`config.mk`:
```
export PLATFORM = sky130hd
export DESIGN_NAME = sfq_splitter_arbiter
export DESIGN_NICKNAME = d
export VERILOG_FILES = /design/src/rtl/sfq_arb_pkg.sv /design/src/rtl/sfq_rr_picker.sv /design/src/rtl/sfq_splitter_arbiter.sv
export SDC_FILE = /design/constraint.sdc
export NUM_CORES = 1
export LEC_CHECK = 0
export CORE_MARGIN = 3
export CORE_UTILIZATION = 42
export DETAILED_ROUTE_END_ITERATION = 8
export GPL_TIMING_DRIVEN = 0
export PLACE_DENSITY = 0.68
export SKIP_CTS_REPAIR_TIMING = 1
export SLEW_MARGIN = 25
export SYNTH_ARGS = -nofsm -noshare
export SYNTH_HDL_FRONTEND = slang
export SYNTH_HIERARCHICAL = 1
export SYNTH_SLANG_ARGS = --single-unit
```
`constraint.sdc`:
```
create_clock -name clk -period 1.7 [get_ports clk]
set_input_delay 0.34 -clock clk [delete_from_list [all_inputs] [get_ports clk]]
set_output_delay 0.34 -clock clk [all_outputs]
set_load 0.1 [all_outputs]
```
`src/rtl/sfq_arb_pkg.sv`:
```
// sfq_arb_pkg
// Shared types and constants for the SFQ splitter-tree arbiter.
//   arb_state_t : arbiter FSM state encoding
//   VIOL_CNT_W  : width of the optional violation counter
//   calc_id_w() : width of a requester index for a given requester count
package sfq_arb_pkg;

    typedef enum logic [1:0] {
        ST_IDLE  = 2'd0,
        ST_ISSUE = 2'd1,
        ST_HOLD  = 2'd2
    } arb_state_t;

    localparam int VIOL_CNT_W = 8;

    function automatic int calc_id_w(input int n_req);
        return (n_req <= 2) ? 1 : $clog2(n_req);
    endfunction

endpackage

```
`src/rtl/sfq_rr_picker.sv`:
```
// sfq_rr_picker
// Combinational round-robin select. The search starts at ptr and wraps,
// so the first active request at or after ptr wins.
// Ports:
//   req    in  [N_REQ-1:0]  level requests
//   ptr    in  [ID_W-1:0]   highest-priority index this cycle
//   gnt    out [N_REQ-1:0]  one-hot winner (all zero when no request)
//   gnt_id out [ID_W-1:0]   index of the winner
//   valid  out              at least one request present
module sfq_rr_picker #(
    parameter int N_REQ = 4,
    parameter int ID_W  = 2
) (
    input  logic [N_REQ-1:0] req,
    input  logic [ID_W-1:0]  ptr,
    output logic [N_REQ-1:0] gnt,
    output logic [ID_W-1:0]  gnt_id,
    output logic             valid
);

    // Two passes instead of a modulo index: first the indices at or above
    // ptr, then the wrapped ones below it.
    always_comb begin
        gnt    = '0;
        gnt_id = '0;
        valid  = 1'b0;
        for (int j = 0; j < N_REQ; j++) begin
            if (!valid && req[j] && (j >= int'(ptr))) begin
                valid  = 1'b1;
                gnt[j] = 1'b1;
                gnt_id = ID_W'(j);
            end
        end
        for (int j = 0; j < N_REQ; j++) begin
            if (!valid && req[j] && (j < int'(ptr))) begin
                valid  = 1'b1;
                gnt[j] = 1'b1;
                gnt_id = ID_W'(j);
            end
        end
    end

endmodule

```
`src/rtl/sfq_splitter_arbiter.sv`:
```
// sfq_splitter_arbiter
// Shares one SFQ splitter-tree root between N_REQ requesters. Each toggle of
// drive is one SFQ pulse; after every pulse a hold-off window keeps the next
// toggle at least HOLDOFF+1 cycles away. Unarbitrated raw pulses landing in
// that window are dropped and flagged on the sticky err output.
// Optional build macro: SPLITTER_ARB_VIOL_CNT_EN adds the viol_cnt output.
// Ports:
//   clk        in   rising-edge clock
//   rst_n      in   synchronous active-low reset
//   req        in   [N_REQ-1:0] level requests, held until ack
//   ack        out  [N_REQ-1:0] one-hot, one-cycle grant
//   raw_pulse  in   unarbitrated pulse injection
//   drive      out  toggle line to splitter root
//   active_id  out  [ID_W-1:0] last granted requester
//   busy       out  high in ISSUE or HOLD
//   err        out  sticky timing-violation flag
//   err_clr    in   clears err (a simultaneous violation wins)
//   viol_cnt   out  [7:0] saturating violation count (macro builds only)
//
// state | meaning
// ------+---------------------------------------------------------------
// IDLE  | no pulse in flight; raw_pulse or a request may start one
// ISSUE | grant cycle: ack/drive/active_id reflect the pulse just issued
// HOLD  | hold-off window counting down; new pulses are forbidden
module sfq_splitter_arbiter
    import sfq_arb_pkg::*;
#(
    parameter int N_REQ   = 4,
    parameter int HOLDOFF = 5,
    parameter int ID_W    = calc_id_w(N_REQ)
) (
    input  logic             clk,
    input  logic             rst_n,
    input  logic [N_REQ-1:0] req,
    output logic [N_REQ-1:0] ack,
    input  logic             raw_pulse,
    output logic             drive,
    output logic [ID_W-1:0]  active_id,
    output logic             busy,
    output logic             err,
    input  logic             err_clr
`ifdef SPLITTER_ARB_VIOL_CNT_EN
    ,
    output logic [VIOL_CNT_W-1:0] viol_cnt
`endif
);

    localparam int CNT_W = $clog2(HOLDOFF + 1);

    arb_state_t        r_state;
    logic [CNT_W-1:0]  r_cnt;
    logic              r_drive;
    logic [N_REQ-1:0]  r_ack;
    logic [ID_W-1:0]   r_active_id;
    logic [ID_W-1:0]   r_rr_ptr;
    logic              r_err;

    arb_state_t        w_state_nxt;
    logic [CNT_W-1:0]  w_cnt_nxt;
    logic              w_drive_nxt;
    logic [N_REQ-1:0]  w_ack_nxt;
    logic [ID_W-1:0]   w_id_nxt;
    logic [ID_W-1:0]   w_ptr_nxt;
    logic              w_viol;

    logic [N_REQ-1:0]  w_gnt;
    logic [ID_W-1:0]   w_gnt_id;
    logic              w_gnt_valid;
    logic [ID_W-1:0]   w_ptr_after_gnt;

    sfq_rr_picker #(
        .N_REQ (N_REQ),
        .ID_W  (ID_W)
    ) u_picker (
        .req    (req),
        .ptr    (r_rr_ptr),
        .gnt    (w_gnt),
        .gnt_id (w_gnt_id),
        .valid  (w_gnt_valid)
    );

    assign w_ptr_after_gnt = (w_gnt_id == ID_W'(N_REQ - 1)) ? '0
                                                             : w_gnt_id + ID_W'(1);

    // Any raw pulse outside IDLE would break the splitter's spacing.
    assign w_viol = raw_pulse && (r_state != ST_IDLE);

    // The pulse is registered on the edge that enters ISSUE, so drive, ack and
    // active_id are all visible during the ISSUE cycle. That cycle counts as
    // one hold-off cycle, hence HOLDOFF-1 is loaded on leaving ISSUE, while a
    // raw pulse (which skips ISSUE) loads the full HOLDOFF.
    always_comb begin
        w_state_nxt = r_state;
        w_cnt_nxt   = r_cnt;
        w_drive_nxt = r_drive;
        w_ack_nxt   = '0;
        w_id_nxt    = r_active_id;
        w_ptr_nxt   = r_rr_ptr;
        case (r_state)
            ST_IDLE: begin
                if (raw_pulse) begin
                    w_drive_nxt = ~r_drive;
                    w_cnt_nxt   = CNT_W'(HOLDOFF);
                    w_state_nxt = ST_HOLD;
                end else if (w_gnt_valid) begin
                    w_state_nxt = ST_ISSUE;
                    w_drive_nxt = ~r_drive;
                    w_ack_nxt   = w_gnt;
                    w_id_nxt    = w_gnt_id;
                    w_ptr_nxt   = w_ptr_after_gnt;
                end
            end
            ST_ISSUE: begin
                w_cnt_nxt   = CNT_W'(HOLDOFF - 1);
                w_state_nxt = ST_HOLD;
            end
            ST_HOLD: begin
                if (r_cnt == '0) begin
                    if (w_gnt_valid) begin
                        w_state_nxt = ST_ISSUE;
                        w_drive_nxt = ~r_drive;
                        w_ack_nxt   = w_gnt;
                        w_id_nxt    = w_gnt_id;
                        w_ptr_nxt   = w_ptr_after_gnt;
                    end else begin
                        w_state_nxt = ST_IDLE;
                    end
                end else begin
                    w_cnt_nxt = r_cnt - CNT_W'(1);
                end
            end
            default: begin
                w_state_nxt = ST_IDLE;
            end
        endcase
    end

    always_ff @(posedge clk) begin
        if (!rst_n) begin
            r_state     <= ST_IDLE;
            r_cnt       <= '0;
            r_drive     <= 1'b0;
            r_ack       <= '0;
            r_active_id <= '0;
            r_rr_ptr    <= '0;
        end else begin
            r_state     <= w_state_nxt;
            r_cnt       <= w_cnt_nxt;
            r_drive     <= w_drive_nxt;
            r_ack       <= w_ack_nxt;
            r_active_id <= w_id_nxt;
            r_rr_ptr    <= w_ptr_nxt;
        end
    end

    // Set has priority over clear so a violation is never lost.
    always_ff @(posedge clk) begin
        if (!rst_n) begin
            r_err <= 1'b0;
        end else if (w_viol) begin
            r_err <= 1'b1;
        end else if (err_clr) begin
            r_err <= 1'b0;
        end
    end

`ifdef SPLITTER_ARB_VIOL_CNT_EN
    logic [VIOL_CNT_W-1:0] r_viol_cnt;

    // A clear coinciding with a violation restarts the count at one.
    always_ff @(posedge clk) begin
        if (!rst_n) begin
            r_viol_cnt <= '0;
        end else if (err_clr) begin
            r_viol_cnt <= w_viol ? VIOL_CNT_W'(1) : '0;
        end else if (w_viol && (r_viol_cnt != {VIOL_CNT_W{1'b1}})) begin
            r_viol_cnt <= r_viol_cnt + VIOL_CNT_W'(1);
        end
    end

    assign viol_cnt = r_viol_cnt;
`endif

    assign ack       = r_ack;
    assign drive     = r_drive;
    assign active_id = r_active_id;
    assign busy      = (r_state != ST_IDLE);
    assign err       = r_err;

endmodule

```
* Word level (Yosys, flattened, before mapping)
Cells that the tools add are included.
Word-level totals: flip-flop bits (word level) 15, bits in latches 0, memory bits (writable) 0, bits in read-only memories 0, input port bits 8, logic and storage cells 99, memories kept 0
Cells by class: $add $sub $neg 2, multiply operators 0, div/mod/pow operators 0, order comparisons 6, equality and inequality tests 8, shift operators 0, muxes and demuxes 46, bitwise logic cells 1, reductions and logical operators 29
Operator list (count):
- two-way mux 2 bit | 15
- two-way mux 1 bit | 20
- logical AND 1 bit | 13
- two-way mux 4 bit | 3
- one-hot mux 3 bit (3 select lines) | 1
- != test 2 bit, second input constant | 4
- one-hot mux 2 bit (2 select lines) | 2
- one-hot mux 4 bit (2 select lines) | 1
- zero test 1 bit | 6
- two-way mux 3 bit | 2
- one-hot mux 2 bit (3 select lines) | 1
- AND reduction 3 bit | 2
- nonzero test 2 bit | 3
- equality test 2 bit, second input constant | 2
- greater-or-equal comparator 1 x 2 -> 1 bit, first input constant | 2
- < comparator 1 x 2 -> 1 bit, first input constant | 2
- AND reduction 2 bit | 2
- zero test 3 bit | 1
- != test 3 x 2 -> 1 bit, second input constant | 1
- nonzero test 3 bit | 1
- subtractor 3 x 1 -> 3 bit, second input constant | 1
- adder 2 x 1 -> 2 bit, second input constant | 1
- equality test 2 x 1 -> 1 bit, second input constant | 1
- greater-or-equal comparator 2 bit, first input constant | 1
- 4 further kinds | 4

* Depth between registers and ports, before layout
depth after elaboration 31, depth in mapped cells 8

* Cells and area by module
The synthesis kept the hierarchy.
Modules (own cells, without submodules):
- sfq_splitter_arbiter | instances 1, cells an instance 85, area each 755.7 µm²
- sfq_rr_picker | instances 1, cells an instance 33, area each 222.7 µm²

* Worst setup path before layout
No wires, ideal clock.
path kind register -> register, start point register r_state[0], end point register r_cnt[0], setup time 0.119 ns, data arrival time 1.606 ns, setup slack -0.025 ns, cell stages (with the launch flop) 7, buffers on the path 0, period minus slack after synthesis 1.725 ns, cells stage by stage dfxtp_1 inv_1 ha_1 inv_2 o21ai_0 nor2b_1 o221a_1
Between the ends: longest elaborated chain between the ends 3, elaborated cells between the ends (all ways) 8
RTL lines:
- from (decl) | RTL line sfq_splitter_arbiter.sv:50 | arb_state_t r_state;
- from (signal assigned) | RTL line sfq_splitter_arbiter.sv:147 | r_state <= w_state_nxt;
- equality test 2 bit, or another cell as far along | RTL line sfq_splitter_arbiter.sv:99 | case (r_state)
- != test 2 bit (no line) or nonzero test 3 bit (tied branches)
- AND reduction 3 bit (no line)
- to (signal assigned) | RTL line sfq_splitter_arbiter.sv:148 | r_cnt <= w_cnt_nxt;
- to (decl) | RTL line sfq_splitter_arbiter.sv:51 | logic [CNT_W-1:0] r_cnt;
Several ways; a longest one is shown, not always the timed one. A chain may end at the register's enable or synchronous reset.

* Final worst setup path
start point register r_state[0], end point register r_cnt[1]
Same word-level chain as after synthesis.

==> flow_summary.yaml <==
placed_design:
  dp_hpwl_mm: 1.42
  dp.cells: 158
  portBuffers: 13
  gp_congestion: 0.741
  pre_cts_ws_ps: -670
critical_path:
  slowest_stage: "dfxtp_4"
  critPathCaptureType: "flop"
  cp_num_buf_inv: 2
  cpPeakStageDelay_ps: 380
  crit_fanout: 8
  critPathKind: "reg2reg"
  arrival_ps: 1970
  worstPathRequired_ps: 1900
  crit_path_frequent_cell: "or3_1"
  worstSetupStartpointType: "flop"
  cp_top_family: "simple AND/OR/NAND/NOR gates"
  path_cells: "inv_4, ha_2, buf_6, or3_1, o211a_1, or3_1, o41ai_2"
route:
  drc: 0
  antenna_left: 0
  routed_wirelength_mm: 2.08
  detail_route.wl_per_cell_microns: 12.5
  vias: 899
  drtIter0Drc: 17
  viasPerCell: 5.38
  first_pass_iters: 4
timing:
  rsz0062_at_grt: "yes"
  worst_slew_pin_slew_ps: 961
  slew_headroom_pct: 35.8
  holdWs_ps: 386
  setup_viol: 1
  drv_slew: 0
  tns_ps: -66.9
  timing.final.ws_setup_ps: -66.9
  hold_viol_final: 0
  period_needed_ps: 1770
  fmax_mhz: 566
  fin_worst_skew_ps: 1.00
  period_share_pct: 104
status:
  violations: "negative setup slack"
  status: "finished, violations left"
grt:
  grt_use_total_pct: 14.7
  grt_max_degree: 11
  grt.overflow.total: 0
  grt_pass1_wl_mm: 3.19
  antenna_found_initial: 0
  grt_pass1_vias: 759
cts:
  clock_sinks: 15
  clockRootBuffer: "clkbuf_4"
  numCtsBuffers: 3
  h-tree-depth: 1
  clkTransAtPathRegs_ps: 100
  clock_latency_ps: 290
  cts_tree: "done"
  clockBufferDepth: 2
yosys:
  syn_area_sq_um: 978
  yosysUniqueCellTypes: 40
  yosysTopAreaCellShare_pct: 30.7
  synthTopCellsByArea: "dfxtp_1 (31%), ha_1 (9.0%), nand2_1 (5.0%)"
  ys_ff_latch: 15
  synth_warnings: 6
  netlist_instances: 118
  syn_area_per_cell_sq_um: 8.29
  syn-num-nets: 133
  ys_seq_area_share_pct: 30.7
  yosys.area.top_type: "dfxtp_1"
floorplanning:
  dieWidth_microns: 54.3
  io_pins: 17
  die_h_microns: 54.3
  coreArea_sq_mm: 0.00208
  placementRows: 16
  initial_core_util_pct: 47.0
  die_area_sq_mm: 0.00294
final_layout:
  drive_gt1_share_pct: 27.1
  final_util_pct: 60.2
  areaGrowthSynthToFinish_pct: 28.1
  nFillCells: 196
  finalNetCount: 156
  diodes: 0
  fin_cells: 167
job:
  cap_violations: 0
power_and_ir_drop:
  ir_worst_vdd_mv: 1.11
  power_density_mw_per_mm2: 2060
  p_leak_nw: 0.567
min_path:
  hold_class: "in2reg"
[report_power, final]
part	switching, mW	total, mW	internal, mW
logic	1.14	1.80	0.666
clock network	0.129	0.217	0.0876
registers	0.0828	0.558	0.475
[per-stage QoR]
stage / area [sq um] / power [mW]
floorplan: 981 / 1.79
global placement: 1140 / 2.04
detailed placement: 1140 / 2.08
CTS: 1170 / 2.30
global route: 1250 / 2.75
finish: 1250 / 2.58
[per-layer routing]
metal,share of wire [%],GRT usage [%]
met1,45,19.1
met2,49,23.3
met3,4.4,2.45
met4,1.7,7.47
met5,0,0
[Yosys cell counts, drive strengths merged]
cell type / n
a21oi: 6
nand2: 13
o21bai: 1
o22ai: 1
a31oi: 1
nand3b: 1
nor3b: 1
xor2: 1
a21o: 1
o41ai: 1
nor2: 6
ha: 7
o221a: 2
nand4b: 1
clkbuf: 2
o21a: 2
o21ai: 10
mux2i: 3
a2bb2oi: 2
buf: 5
nand2b: 4
a311oi: 1
o211a: 2
and2: 5
dfxtp: 15
nor2b: 3
a22oi: 1
inv: 9
a221oi: 3
and3: 1
or3: 2
nand3: 5
[placed cells by master (no fill, tap or decap), types with 2 or more instances in the layout]
cell             count
a21oi_1              6
and2_1               5
buf_4                7
buf_6                3
clkbuf_2             8
clkbuf_4             4
clkdlybuf4s50_1      3
dfxtp_1             13
dfxtp_4              2
dlymetal6s2s_1       2
ha_1                 5
inv_1                6
inv_4                2
mux2i_1              3
nand2_1             13
nand2b_1             4
nand3_1              5
nor2_1               6
nor2b_1              3
o211a_1              2
o21a_1               2
o21ai_0              3
o21ai_1              5
or3_1                2
[sequential cells by signal, indices dropped and copies added (netlist names)]
signal,count
r_rr_ptr,2
drive,1
err,1
ack,4
r_state,2
r_cnt,3
active_id,2
[worst paths after layout]
kind | from | endpoint | slack [ps] | cells past startpoint
hold / removal | req[2] | active_id[0] | 390 | 4
hold reg to reg | active_id[0] | active_id[0] | 460 | 2
setup / recovery | r_state[0] | r_cnt[1] | -70 | 7
setup reg to reg | r_state[0] | r_cnt[1] | -70 | 7
[worst register-to-register path, stage by stage (launching register included)]
cell,delay (ps)
dfxtp_4,380
inv_4,50
ha_2,180
buf_6,130
or3_1,340
o211a_1,160
or3_1,380
o41ai_2,60
[layout make-up]
class	count	area (sq um)	share of cell area [%]
multi-input cells	87	653	52.1
flip-flops and latches	15	308	24.6
repair buffers	18	135	10.8
plain buffers	7	57.6	4.59
inverters	9	38.8	3.09
well taps	27	33.8	2.69
clock buffers	3	22.5	1.80
clock inverters	1	5.00	0.399
[logic make-up (layout without fill, tap and decap cells)]
logic type / Yosys count / in the layout / synth area share (%)
buf+inv: 16 / 38 / 8.69
fa+ha+maj: 7 / 7 / 8.95
simple gates: 42 / 42 / 21.9
xor+xnor: 1 / 1 / 0.895
flops: 15 / 15 / 30.7
mux: 3 / 3 / 3.07
compound gates: 34 / 34 / 25.8
No activity file was read; power rests on OpenSTA's default activity.
